`src/rtl/fb_rect_writer_pkg.sv`:
```
// Shared types and constants for the framebuffer rectangle writer.
package fb_pkg;

    localparam int unsigned FB_W = 280;
    localparam int unsigned FB_H = 192;
    localparam int unsigned AW   = 16;
    localparam int unsigned DW   = 24;

    typedef struct packed {
        logic [8:0]    x;
        logic [7:0]    y;
        logic [8:0]    w;
        logic [7:0]    h;
        logic [DW-1:0] color;
    } rect_cmd_t;

    typedef enum logic [1:0] {IDLE, SETUP, FILL, DONE} fb_wr_state_t;

    // Linear framebuffer address of pixel (x,y), row-major.
    function automatic logic [AW-1:0] fb_addr(input logic [8:0] x, input logic [7:0] y);
        return AW'(32'(y) * 32'(FB_W) + 32'(x));
    endfunction

endpackage

```
`src/rtl/fb_rect_writer_addr_calc.sv`:
```
// Row base address y*FB_W; shift-add for the 280-wide screen, plain multiply otherwise.
module fb_addr_calc
    import fb_pkg::*;
(
    input  logic [7:0]    y,
    output logic [AW-1:0] row_base
);

    generate
        if (FB_W == 280) begin : g_shift_add
            logic [AW-1:0] y_ext;
            assign y_ext    = AW'(y);
            // 280 = 256 + 16 + 8
            assign row_base = (y_ext << 8) + (y_ext << 4) + (y_ext << 3);
        end else begin : g_mul
            assign row_base = AW'(32'(y) * 32'(FB_W));
        end
    endgenerate

endmodule

```
`src/rtl/fb_rect_writer.sv`:
```
// Rectangle-fill client of the framebuffer write port, one pixel per clock, row-major.
// Build option: define FB_RECT_CLIP_EN to clip rectangles to the screen; without it,
// any rectangle reaching past the screen edge is rejected with err.
// done/err are registered from the DONE state, so they appear the cycle after it and
// cmd_ready returns one cycle after done.
module fb_rect_writer
    import fb_pkg::*;
(
    input  logic          CLOCK_50,
    input  logic          reset,
    input  logic          cmd_valid,
    output logic          cmd_ready,
    input  logic [8:0]    cmd_x,
    input  logic [7:0]    cmd_y,
    input  logic [8:0]    cmd_w,
    input  logic [7:0]    cmd_h,
    input  logic [23:0]   cmd_color,
    output logic [15:0]   fb_wadr,
    output logic [23:0]   fb_d,
    output logic          fb_we,
    output logic          busy,
    output logic          done,
    output logic          err
);

    localparam logic [9:0] W10 = 10'(FB_W);
    localparam logic [9:0] H10 = 10'(FB_H);

    fb_wr_state_t  state_q, state_d;
    rect_cmd_t     cmd_q, cmd_d;
    logic [9:0]    x1_q, x1_d, y1_q, y1_d;
    logic [8:0]    col_q, col_d;
    logic [7:0]    line_q, line_d;
    logic [AW-1:0] row_base_q, row_base_d, wadr_q, wadr_d;
    logic [DW-1:0] fbd_q, fbd_d;
    logic          we_q, we_d, ready_q, ready_d, busy_q, busy_d;
    logic          done_q, done_d, err_q, err_d, reject_q, reject_d;

    logic [AW-1:0] row_base_calc;
    logic [9:0]    x_end, y_end;
    logic          accept, empty, skip;

    fb_addr_calc u_addr_calc (
        .y        (cmd_q.y),
        .row_base (row_base_calc)
    );

    // Next-state and next-output logic for the fill sequencer.
    always_comb begin
        state_d    = state_q;
        cmd_d      = cmd_q;
        x1_d       = x1_q;
        y1_d       = y1_q;
        col_d      = col_q;
        line_d     = line_q;
        row_base_d = row_base_q;
        wadr_d     = wadr_q;
        fbd_d      = fbd_q;
        reject_d   = reject_q;
        we_d       = 1'b0;
        ready_d    = 1'b0;
        busy_d     = 1'b0;
        done_d     = 1'b0;
        err_d      = 1'b0;
        skip       = 1'b0;

        accept = cmd_valid & ready_q;
        x_end  = {1'b0, cmd_q.x} + {1'b0, cmd_q.w};
        y_end  = {2'b0, cmd_q.y} + {2'b0, cmd_q.h};
        empty  = (cmd_q.w == 9'd0) || (cmd_q.h == 8'd0) ||
                 ({1'b0, cmd_q.x} >= W10) || ({2'b0, cmd_q.y} >= H10);

        case (state_q)
            IDLE: begin
                ready_d = ~accept;
                if (accept) begin
                    cmd_d.x     = cmd_x;
                    cmd_d.y     = cmd_y;
                    cmd_d.w     = cmd_w;
                    cmd_d.h     = cmd_h;
                    cmd_d.color = cmd_color;
                    busy_d      = 1'b1;
                    state_d     = SETUP;
                end
            end
            SETUP: begin
                x1_d       = (x_end > W10) ? W10 : x_end;
                y1_d       = (y_end > H10) ? H10 : y_end;
                col_d      = cmd_q.x;
                line_d     = cmd_q.y;
                row_base_d = row_base_calc;
                wadr_d     = row_base_calc + AW'(cmd_q.x);
                fbd_d      = cmd_q.color;
`ifdef FB_RECT_CLIP_EN
                reject_d   = 1'b0;
`else
                reject_d   = (cmd_q.w != 9'd0) && (cmd_q.h != 8'd0) &&
                             ((x_end > W10) || (y_end > H10));
`endif
                skip = empty || reject_d;
                if (skip) begin
                    state_d = DONE;
                end else begin
                    we_d    = 1'b1;
                    busy_d  = 1'b1;
                    state_d = FILL;
                end
            end
            FILL: begin
                we_d   = 1'b1;
                busy_d = 1'b1;
                if ({1'b0, col_q} == x1_q - 10'd1) begin
                    if ({2'b0, line_q} == y1_q - 10'd1) begin
                        we_d    = 1'b0;
                        busy_d  = 1'b0;
                        state_d = DONE;
                    end else begin
                        col_d      = cmd_q.x;
                        line_d     = line_q + 8'd1;
                        row_base_d = row_base_q + AW'(FB_W);
                        wadr_d     = row_base_q + AW'(FB_W) + AW'(cmd_q.x);
                    end
                end else begin
                    col_d  = col_q + 9'd1;
                    wadr_d = wadr_q + AW'(1);
                end
            end
            DONE: begin
                done_d  = 1'b1;
                err_d   = reject_q;
                state_d = IDLE;
            end
            default: state_d = IDLE;
        endcase
    end

    // State and registered outputs; reset aborts any fill without a done pulse.
    always_ff @(posedge CLOCK_50 or negedge reset) begin
        if (!reset) begin
            state_q    <= IDLE;
            cmd_q      <= '0;
            x1_q       <= '0;
            y1_q       <= '0;
            col_q      <= '0;
            line_q     <= '0;
            row_base_q <= '0;
            wadr_q     <= '0;
            fbd_q      <= '0;
            reject_q   <= 1'b0;
            we_q       <= 1'b0;
            ready_q    <= 1'b0;
            busy_q     <= 1'b0;
            done_q     <= 1'b0;
            err_q      <= 1'b0;
        end else begin
            state_q    <= state_d;
            cmd_q      <= cmd_d;
            x1_q       <= x1_d;
            y1_q       <= y1_d;
            col_q      <= col_d;
            line_q     <= line_d;
            row_base_q <= row_base_d;
            wadr_q     <= wadr_d;
            fbd_q      <= fbd_d;
            reject_q   <= reject_d;
            we_q       <= we_d;
            ready_q    <= ready_d;
            busy_q     <= busy_d;
            done_q     <= done_d;
            err_q      <= err_d;
        end
    end

    assign cmd_ready = ready_q;
    assign fb_wadr   = wadr_q;
    assign fb_d      = fbd_q;
    assign fb_we     = we_q;
    assign busy      = busy_q;
    assign done      = done_q;
    assign err       = err_q;

endmodule
```
`config.mk`:
```
export PLATFORM = sky130hd
export DESIGN_NAME = fb_rect_writer
export DESIGN_NICKNAME = d
export VERILOG_FILES = /design/src/rtl/fb_rect_writer_pkg.sv /design/src/rtl/fb_rect_writer_addr_calc.sv /design/src/rtl/fb_rect_writer.sv
export SDC_FILE = /design/constraint.sdc
export NUM_CORES = 1
export LEC_CHECK = 0
export BUFFER_PORTS_ARGS = -buffer_cell sky130_fd_sc_hd__buf_2
export CAP_MARGIN = 20
export CORE_AREA = 10 10 157 173
export CTS_BUF_LIST = sky130_fd_sc_hd__clkbuf_8
export DETAILED_ROUTE_END_ITERATION = 16
export DIE_AREA = 0 0 167 183
export PLACE_DENSITY = 0.62
export SETUP_SLACK_MARGIN = 0.3
export SLEW_MARGIN = 20
export SYNTH_ARGS = -nofsm -noshare
export SYNTH_HDL_FRONTEND = slang
export SYNTH_HIERARCHICAL = 1
export SYNTH_SLANG_ARGS = --single-unit
```
`constraint.sdc`:
```
create_clock -name CLOCK_50 -period 5.6 [get_ports CLOCK_50]
set_clock_uncertainty 0.2 [all_clocks]
set_input_delay 0.84 -clock CLOCK_50 [delete_from_list [all_inputs] [get_ports CLOCK_50]]
set_output_delay 0.84 -clock CLOCK_50 [all_outputs]
set_load 0.05 [all_outputs]
```
[After elaboration in Yosys (flattened, before gate mapping)]
Cells that the tools add are included.
Storage, ports and cells
  flip-flop bits (word level): 159
  input bits: 61
  output and inout bits: 45
  logic and storage cells: 92
Cells by class
  $add $sub $neg: 12
  order comparisons: 4
  eq/ne operators: 10
  mux-type cells: 28
  bitwise operators: 2
  reductions and logical operators: 17
Operator list (count)
  16-bit two-way mux: 4
  16-bit one-hot mux with 2 select lines: 2
  16-bit by 9-bit adder with 16-bit output: 2
  9-bit two-way mux: 3
  10-bit by 1-bit subtractor with 10-bit output, second input constant: 2
  9-bit one-hot mux with 2 select lines: 1
  16-bit by 1-bit adder with 16-bit output, second input constant: 1
  16-bit by 11-bit adder with 16-bit output: 1
  16-bit by 12-bit adder with 16-bit output: 1
  16-bit by 9-bit adder with 16-bit output, second input constant: 1
  8-bit two-way mux: 2
  8-bit one-hot mux with 2 select lines: 1
  9-bit by 9-bit adder with 10-bit output: 1
  8-bit by 10-bit == test with 1-bit output: 1
  9-bit by 10-bit == test with 1-bit output: 1
  10-bit by 9-bit > comparator with 1-bit output, second input constant: 1
  10-bit two-way mux: 1
  8-bit by 8-bit adder with 9-bit output: 1
  9-bit by 1-bit adder with 9-bit output, second input constant: 1
  9-bit greater-or-equal comparator, second input constant: 1
  9-bit by 8-bit > comparator with 1-bit output, second input constant: 1
  9-bit logical NOT: 1
  9-bit nonzero test: 1
  8-bit by 1-bit adder with 8-bit output, second input constant: 1
  other kinds (20): 40

[Longest topological paths before layout]
Gate-level depths: netlist (run 1).
  depth in word-level cells: 7
  gate-level depth with buffers: 15
  gate-level depth less buffers: 15

[By module]
The synthesis (run 1) kept the hierarchy.
By module, submodules not included
  fb_rect_writer: instances 1, cells each 978, area each 9779.4 µm², sequential area each 3953.8 µm²
  fb_addr_calc: instances 1, cells each 81, area each 633.1 µm², sequential area each 0.0 µm²

[Least setup slack after synthesis (run 1)]
OpenSTA, ideal clock, no wires.
  path type: reg-to-reg
  start: reg cmd_q[42] (netlist name)
  end: reg wadr_q[12], in the netlist fb_wadr[12]
  library setup time: 0.126 ns
  data arrival time: 2.982 ns
  data required time: 5.274 ns
  path slack: 2.292 ns
  cell stages (with the launch flop): 14
  buffers on the path: 0
  clock period less this slack: 3.308 ns
  cell sequence: dfrtp_1 -> ha_1 -> ha_1 -> inv_1 -> fa_1 -> inv_1 -> ha_1 -> or3_1 -> o211ai_1 -> nand2b_1 -> a31oi_1 -> xor2_1 -> o22ai_1 -> o32a_1
On the way
  word-level cells in the longest chain between the ends: 4
RTL lines
  start: declaration: RTL line fb_rect_writer.sv:30  | rect_cmd_t cmd_q, cmd_d;
  start signal: assignment: RTL line fb_rect_writer.sv:157  | cmd_q <= cmd_d;
  16-bit by 12-bit adder with 16-bit output: RTL line fb_rect_writer_addr_calc.sv:14  | assign row_base = (y_ext << 8) + (y_ext << 4) + (y_ext << 3);
  16-bit by 11-bit adder with 16-bit output *: RTL line fb_rect_writer_addr_calc.sv:14
  via row_base_calc[6]: RTL line fb_rect_writer.sv:39  | logic [AW-1:0] row_base_calc;
  16-bit by 9-bit adder with 16-bit output *: RTL line fb_rect_writer.sv:92  | wadr_d = row_base_calc + AW'(cmd_q.x);
  16-bit one-hot mux with 2 select lines *: RTL line fb_rect_writer.sv:73  | case (state_q)
  end signal: assignment: RTL line fb_rect_writer.sv:163  | wadr_q <= wadr_d;
  end: declaration: RTL line fb_rect_writer.sv:34  | logic [AW-1:0] row_base_q, row_base_d, wadr_q, wadr_d;
The timed path passes the listed nets; every way through them passes the cells marked *.
A chain may end at the register's enable or synchronous reset.

[Worst setup path after layout (run 1)]
  start: reg x1_q[0]
  end: reg row_base_q[10]
On the way
  word-level cells in the longest chain between the ends: 4
RTL lines
  start: declaration: RTL line fb_rect_writer.sv:31  | logic [9:0] x1_q, x1_d, y1_q, y1_d;
  start signal: assignment: RTL line fb_rect_writer.sv:142  | x1_q <= '0;
  start signal: assignment: RTL line fb_rect_writer.sv:158  | x1_q <= x1_d;
  10-bit by 1-bit subtractor with 10-bit output: RTL line fb_rect_writer.sv:112  | if ({1'b0, col_q} == x1_q - 10'd1) begin
  9-bit by 10-bit == test with 1-bit output: RTL line fb_rect_writer.sv:112
  2-bit inequality test (no line)
  3-bit AND reduction (no line)
  end signal: assignment: RTL line fb_rect_writer.sv:162  | row_base_q <= row_base_d;
  end: declaration: RTL line fb_rect_writer.sv:34
No other way between the ends.

==> results.cfg, run 1 <==
[grt]
grt_pass1_wl_mm = 45.3
grt_start_max_net_pins = 88
grt_overflow = 0
antenna_found_initial = 5
grt.total_usage = 0.179
grt_pass1_vias = 8320

[yosys]
yosysMostFrequentCell = dfrtp_1
ys_top_cells_by_count = 158 x dfrtp_1, 85 x mux2_2, 70 x nor2_1
yosys-top-cells-area = dfrtp_1 38%, mux2_2 9.2%, ha_1 7.1%, xnor2_1 3.6%, a21oi_1 3.0%
synth_seq_area_share = 0.380
synthFlopType = dfrtp_1
synth_enable_flop_cells = 0
syn_inst = 1059
yosysTopAreaCellShare = 0.380
synth_cell_types = 87
synth_area_sq_um = 10400
yosysWarnings = 6
async_reset_ff_frac = 1.00
yosysTopAreaCell = dfrtp_1
syn_avg_cell_area_sq_um = 9.83
ys_seq_elements = 158

[timing]
hold_viol_final = 0
max_freq_mhz = 249
period_needed_ps = 4010
rsz0062_at_grt = false
relSlewSlack = 0.338
tightest_slew_ps = 991
period_share = 0.717
setup_viol = 0
finalSetupTns_ps = 0
slew_violations = 0

[floorplan]
die_area_sq_um = 30600
die_h_um = 183
rows = 59
io_pins = 106
die-width_um = 167
coreArea_sq_um = 23500
initial_core_util = 0.442

[placement]
gp_congestion = 0.889
placement.io_buffers = 105
hpwl_mm = 20.3

[detailed_routing]
wl_mm = 27.7
drt_pass1_iterations = 5
vias_per_cell = 5.76
drtAntennaViolNets = 0
drcViolationCount = 0
post_drt_wl_per_cell_um = 18.9
vias = 8450
drt-initial-drc-count = 481

[clock_tree]
cts.sinks = 158
clkTransAtPathRegs_ps = 110
post-cts-setup-buffers = 0
clk_latency_ps = 470
cts_tree = yes
cts_resized = 0
cts-root-buf = clkbuf_8
cts_max_level = 4
hold_buffers = 0
cts_max_path_buffers = 2
numCtsBuffers = 17

[worst_setup_path]
required_ps = 5780
critPathMaxFanout = 17
worstPathArrival_ps = 4190
critPathLaunchType = flip-flop
slowest_delay_ps = 890
crit_chain = inv_1, ha_1, nor3b_2, nand4_1, a21o_1, a2111oi_4, nand2_4, o31ai_4, o22ai_1, a21oi_1
critPathKind = flip-flop to flip-flop
critPathBufInv = 1
crit_slowest_cell = o31ai_4
critPathTopFamily = compound AO/OA/AOI/OAI gates
end_kind = flip-flop

[final_layout]
fin_nets = 1275
area_growth_pct = 11.3
drive_above_1_share = 0.228

[hold_path]
min_path_type = input pin to asynchronous set/reset pin

[run]
cap_viol_max_count = 0

[run_status]
status = completed
==> state kept, by name, summed over array words and instances, names as in the netlist, 2 cells and up <==
register,count
y1_q,9
fb_d,24
x1_q,10
fb_wadr,16
line_q,8
cmd_q,58
row_base_q,16
state_q,2
col_q,9
==> per-layer routing <==
metal  wire length, um  GRT usage  up-vias  share of wire
li1                  -          -     4067              -
met1             12300      0.226     4120           0.44
met2             13000      0.292      222           0.47
met3              1940     0.0562       37          0.070
met4               461     0.0482        4          0.017
met5                21          0        -        0.00076
==> layout make-up <==
class	count	area [sq um]
Tap cell	305	382
Sequential cell	158	3950
Clock inverter	15	163
Multi-Input combinational cell	815	6110
Antenna cell	2	5.00
Clock buffer	17	234
Timing Repair Buffer	112	584
Fill cell	2201	12000
Inverter	43	161
==> worst paths after layout <==
path | startpoint | endpoint | slack [ps] | depth (start not counted)
hold reg to reg | cmd_q[5] | fb_d[5] | 300 | 1
min in group CLOCK_50 | cmd_q[5] | fb_d[5] | 300 | 1
max in group asynchronous | reset | line_q[0] | 3940 | 2
hold / removal | reset | fb_wadr[8] | 200 | 1
setup / recovery | x1_q[0] | row_base_q[10] | 1590 | 10
setup reg to reg | x1_q[0] | row_base_q[10] | 1590 | 10
==> worst register-to-register path, cell delays in order, from the launching register on <==
cell and delay [ps]:
dfrtp_1 470, inv_1 110, ha_1 200, nor3b_2 460, nand4_1 170, a21o_1 220
a2111oi_4 590, nand2_4 260, o31ai_4 890, o22ai_1 200, a21oi_1 160
==> per-stage QoR <==
step / area, sq um / std cells / hold slack, ps / setup WS, ps / utilization
2_1_floorplan: 10400 / 1061 / 255 / 2290 / -
3_3_place_gp: 11200 / 1433 / 271 / 1730 / 0.475
3_5_place_dp: 11200 / 1433 / 287 / 1630 / 0.475
4_1_cts: 11600 / 1465 / 256 / 1580 / 0.492
5_1_grt: 11600 / 1466 / 279 / 1240 / 0.492
6_report: 11600 / 1467 / 196 / 1590 / 0.492
==> cell usage in the layout, fill, tap and decap left out, types with 9 or more instances in the layout <==
cell | Yosys | layout
dfrtp_1 | 158 | 158
buf_2 | 5 | 104
mux2_2 | 85 | 85
nor2_1 | 70 | 70
a21oi_1 | 63 | 63
ha_1 | 59 | 57
o21ai_0 | 53 | 53
nand2_1 | 53 | 53
xnor2_1 | 43 | 43
inv_1 | 41 | 41
nand3_1 | 39 | 38
xor2_1 | 28 | 28
nor3_1 | 23 | 23
nor2b_1 | 18 | 18
clkbuf_8 | 0 | 17
nand2b_1 | 16 | 16
mux2i_1 | 16 | 16
and3_1 | 15 | 15
a31oi_1 | 11 | 11
o22ai_1 | 11 | 11
a21o_1 | 10 | 10
o21ai_1 | 10 | 10
a211oi_1 | 9 | 9
==> cells by family after synthesis <==
| kind of cell | Yosys count | share of synthesized area |
|---|---|---|
| other cells | 1 | 0.000360 |
| simple gates | 305 | 0.157 |
| buf+inv | 88 | 0.0356 |
| flops | 158 | 0.380 |
| fa+ha+maj | 67 | 0.0863 |
| xor+xnor | 71 | 0.0597 |
| compound gates | 267 | 0.173 |
| mux | 102 | 0.108 |
Power of run 1 is not shown: default switching activity piles up to over one toggle a cycle in this logic, so the estimate is an artifact.
==> run 2: changes to the inputs <==
PLACE_DENSITY = 0.64   (was 0.62)
clock period = 3.4 ns   (was 5.6 ns; I/O delays follow)
==> results.cfg, run 2 (synthesized netlist as in run 1, its figures left out) <==
[detailed_routing]
drt-initial-drc-count = 442
post_drt_wl_per_cell_um = 18.5
drcViolationCount = 0
vias = 8852
wl_mm = 29.1
drtAntennaViolNets = 0
drt_pass1_iterations = 5
vias_per_cell = 5.63

[placement]
gp_congestion = 0.879
placement.io_buffers = 105
hpwl_mm = 20.9
place_area_sq_um = 11700

[clock_tree]
clk_latency_ps = 480
clkTransAtPathRegs_ps = 110
cts_max_level = 4
cts_tree = yes
cts.sinks = 158
numCtsBuffers = 17
cts_max_path_buffers = 2
cts-root-buf = clkbuf_8

[timing]
rsz0062_at_grt = true
tightest_slew_ps = 594
slew_violations = 0
hold_viol_final = 0
relSlewSlack = 0.599
holdWs_ps = 52.8
setup_viol = 0
max_freq_mhz = 295
period_share = 0.996
period_needed_ps = 3380

[grt]
grt_start_max_net_pins = 54
antenna_found_initial = 2
grt.total_usage = 0.183
grt_pass1_vias = 8776
grt_pass1_wl_mm = 46.0
grt_overflow = 0

[final_layout]
drive_above_1_share = 0.334
regMostFlops = cmd_q
fin_nets = 1380
area_growth_pct = 23.5
final_cell_mix = 150 x dfrtp_1, 104 x buf_2, 96 x buf_4
utilization = 0.546
layout_commonest_cell = dfrtp_1
largest_register_ffs = 58
final_area_sq_um = 12900

[worst_setup_path]
critPathBufInv = 2
crit_top_cell = ha_4
critPathTopFamily = adder cells
worstPathArrival_ps = 3530
slowest_delay_ps = 480
crit_slowest_cell = dfrtp_2
critPathKind = flip-flop to flip-flop
critPathMaxFanout = 4
critPathLaunchType = flip-flop
end_kind = flip-flop
required_ps = 3550
crit_chain = ha_4, ha_4, inv_2, fa_1, inv_2, ha_4, or3_4, o211ai_1, nand2b_1, a31oi_2, xor2_1, o22ai_1, o32a_1

[run]
cap_viol_max_count = 0

[floorplan]
io_pins = 106
coreArea_sq_um = 23500
die_h_um = 183
die_area_sq_um = 30600
initial_core_util = 0.442
die-width_um = 167
rows = 59

[run_status]
status = completed

[hold_path]
min_path_type = input pin to flip-flop
-- run 2: worst paths after layout --
kind,from,endpoint,slack [ps],depth (start not counted)
setup / recovery,cmd_q[42],fb_wadr[12],20,13
hold / removal,cmd_w[5],cmd_q[37],50,2
setup reg to reg,cmd_q[42],fb_wadr[12],20,13
hold reg to reg,cmd_q[10],fb_d[10],310,1
max in group asynchronous,reset,cmd_q[49],1840,3
min in group asynchronous,reset,x1_q[1],350,2
-- run 2: stage by stage --
stage / setup WS (ps) / TNS [ps] / cells
after global placement: 24.8 / 0 / 1490
after detailed placement: -22.4 / -22.4 / 1490
after CTS: 64.4 / 0 / 1545
after global routing: -143 / -301 / 1570
after floorplan: 130 / 0 / 1061
final: 15.3 / 0 / 1571
-- run 2: area by class of cell --
class	instances	area, sq um
Multi-Input combinational cell	817	6500
Inverter	43	161
Fill cell	2117	10700
Sequential cell	158	3960
Timing Repair Buffer	215	1440
Clock buffer	17	234
Antenna cell	1	2.50
Clock inverter	15	165
Tap cell	305	382
-- run 2: repair_timing --
item	in CTS	in global routing
setup buffers	21	24
gates resized for setup	32	44
pin swaps	18	21
endpoints found under the hold margin	50	0
hold buffers	1	0
gates cloned	1	1
endpoints found under the setup margin	34	47
-- run 2: per-layer routing --
metal,up-vias,track usage,routed length [um]
li1,4285,-,-
met1,4296,0.228,12700
met2,225,0.300,13800
met3,44,0.0520,2020
met4,2,0.0594,621
met5,-,0,13
Power of run 2 is left out for the same reason.
==> run 3: changes to the inputs <==
--- a/config.mk
+++ b/config.mk
@@ -8,13 +8,12 @@
 export BUFFER_PORTS_ARGS = -buffer_cell sky130_fd_sc_hd__buf_2
 export CAP_MARGIN = 20
-export CORE_AREA = 10 10 157 173
+export CORE_AREA = 10 10 151 167
 export CTS_BUF_LIST = sky130_fd_sc_hd__clkbuf_8
 export DETAILED_ROUTE_END_ITERATION = 16
-export DIE_AREA = 0 0 167 183
-export PLACE_DENSITY = 0.64
+export DIE_AREA = 0 0 161 177
+export PLACE_DENSITY = 0.62
 export SETUP_SLACK_MARGIN = 0.3
 export SLEW_MARGIN = 20
 export SYNTH_ARGS = -nofsm -noshare
 export SYNTH_HDL_FRONTEND = slang
-export SYNTH_HIERARCHICAL = 1
 export SYNTH_SLANG_ARGS = --single-unit
==> constraint.sdc (replaced) <==
create_clock -name CLOCK_50 -period 3.2 [get_ports CLOCK_50]
set_clock_uncertainty 0.2 [all_clocks]
set_input_delay 0.32 -clock CLOCK_50 [delete_from_list [all_inputs] [get_ports CLOCK_50]]
set_output_delay 0.32 -clock CLOCK_50 [all_outputs]
set_load 0.05 [all_outputs]
==> results.cfg, run 3 <==
[grt]
grt_pass1_wl_mm = 44.0
grt_start_max_net_pins = 68
grt_overflow = 0
grt.total_usage = 0.188
antenna_found_initial = 0
grt_pass1_vias = 8586

[final_layout]
largest_register_ffs = 58
layout_commonest_cell = dfrtp_1
register_area_sq_um = 3880
regMostFlops = cmd_q
multiInputGateArea_sq_um = 6260
n_antenna_cell = 0
final_cell_mix = 150 x dfrtp_1, 110 x buf_4, 104 x buf_2
fill_cells = 1781
area_growth_pct = 39.5
fin_nets = 1346
drive_above_1_share = 0.408

[yosys]
async_reset_ff_frac = 1.00
synth_cell_types = 82
synth_seq_area_share = 0.404
yosysTopAreaCellShare = 0.404
yosysWarnings = 0
syn_nets = 1059
syn_avg_cell_area_sq_um = 10.2
synth_enable_flop_cells = 0
ys_top_cells_by_count = 155 x dfrtp_1, 90 x mux2_2, 76 x nor2_1
syn_inst = 938
ys_seq_elements = 155
synthFlopType = dfrtp_1
yosys-top-cells-area = dfrtp_1 40%, mux2_2 11%, ha_1 6.9%, xnor2_1 4.6%, nor2_1 3.0%
yosysMostFrequentCell = dfrtp_1
yosysTopAreaCell = dfrtp_1
synth_area_sq_um = 9600

[detailed_routing]
vias_per_cell = 5.31
wl_mm = 27.1
drtAntennaViolNets = 0
post_drt_wl_per_cell_um = 17.7
vias = 8133
drt_pass1_iterations = 8
drt-initial-drc-count = 371
drcViolationCount = 0

[worst_setup_path]
critPathMaxFanout = 5
end_kind = flip-flop
worstPathArrival_ps = 3520
rr_worst_depth = 10
reg2reg_from = cmd_q[43]
critPathLaunchType = flip-flop
critPathKind = flip-flop to flip-flop
reg2reg_to = fb_wadr[15]
r2r_setup_slack_ps = -130
required_ps = 3390

[timing]
rsz0062_at_grt = true
setup_slack_ps = -130
max_freq_mhz = 300
tightest_slew_ps = 685
holdWs_ps = 223
relSlewSlack = 0.537
slew_violations = 0
setup_viol = 5
period_needed_ps = 3330
hold_viol_final = 0
period_share = 1.04

[clock_tree]
clk_latency_ps = 470
cts.sinks = 155
cts_max_level = 4
cts_max_path_buffers = 2
clkTransAtPathRegs_ps = 110
numCtsBuffers = 17
cts_tree = yes
cts-root-buf = clkbuf_8

[run]
cap_viol_max_count = 0

[floorplan]
die_area_sq_um = 28500
coreArea_sq_um = 21800
io_pins = 106
rows = 57
initial_core_util = 0.440
die-width_um = 161
die_h_um = 177

[placement]
hpwl_mm = 19.0
gp_congestion = 0.864
placement.io_buffers = 105

[hold_path]
min_path_type = input pin to asynchronous set/reset pin

[run_status]
violations = setup timing
status = complete, but fails checks
==> run 3: cell types whose count changed in the layout (fill, tap and decap cells not counted), sizes merged, moves of 10 or more <==
cell and change:
o21ai -11, a21oi -22, buf +24, dlygate4sd3 +59, nor2b -10, nand3 -21
==> run 3: worst max-delay path: stages, from the launching register on <==
cell	delay (ps)
dfrtp_2	470
buf_4	180
fa_1	480
ha_2	400
a21bo_2	270
and3b_1	220
xnor2_1	200
and3_4	220
nand3b_1	110
mux2_4	320
o31ai_2	180
==> run 3: worst max-delay path by stage <==
stage,startpoint,end
detailed placement,cmd_q[42],fb_wadr[15]
global placement,cmd_q[42],fb_wadr[15]
global route,cmd_q[43],fb_wadr[15]
finish,cmd_q[43],fb_wadr[15]
CTS,cmd_q[42],fb_wadr[13]
floorplan,cmd_q[42],fb_wadr[15]
==> run 3: kinds of logic (layout without fill, tap and decap cells) <==
logic type               after synthesis  count (layout)  share of synthesized area
AND/OR/NAND/NOR                      253             253                      0.135
AO/OA/AOI/OAI                        217             217                      0.155
flip-flops                           155             155                      0.404
multiplexers                         104             104                      0.120
XOR/XNOR                              79              79                     0.0721
buffers and inverters                 70             370                     0.0300
adder cells (fa/ha/maj)               60              60                     0.0837
==> run 3: layout make-up <==
type / instances / area share
multi-input cells: 713 / 0.467
flip-flops and latches: 155 / 0.290
repair buffers: 300 / 0.174
well taps: 295 / 0.0276
clock buffers: 17 / 0.0175
clock inverters: 15 / 0.0130
inverters: 38 / 0.0106
==> run 3: per-layer routing <==
layer | up-vias | global-route usage | part of all wire
met4 | 0 | 0.0512 | 0.017
met1 | 3960 | 0.236 | 0.44
met3 | 32 | 0.0458 | 0.049
li1 | 3983 | - | -
met5 | - | 0 | 0
met2 | 158 | 0.316 | 0.49
==> run 3: per-stage QoR <==
stage	cell area, sq um	utilization	TNS (ps)	cells	setup WS, ps
after detailed placement	11200	0.513	-668	1396	-178
after CTS	12600	0.577	-182	1508	-91.0
after floorplan	9720	-	-89.6	938	-89.6
after global routing	13400	0.614	-1130	1533	-272
final	13400	0.614	-358	1533	-130
after global placement	11200	0.513	-225	1396	-73.7
==> run 3: repair_timing <==
item / 4_1_cts / 5_1_grt
buffers inserted: 20 / 23
gates cloned: 0 / 2
hold endpoints to repair: 124 / 0
pin swaps: 37 / 56
resized for setup: 47 / 122
hold buffers: 60 / 0
endpoints found under the setup margin: 41 / 64
Power of run 3 is left out for the same reason.
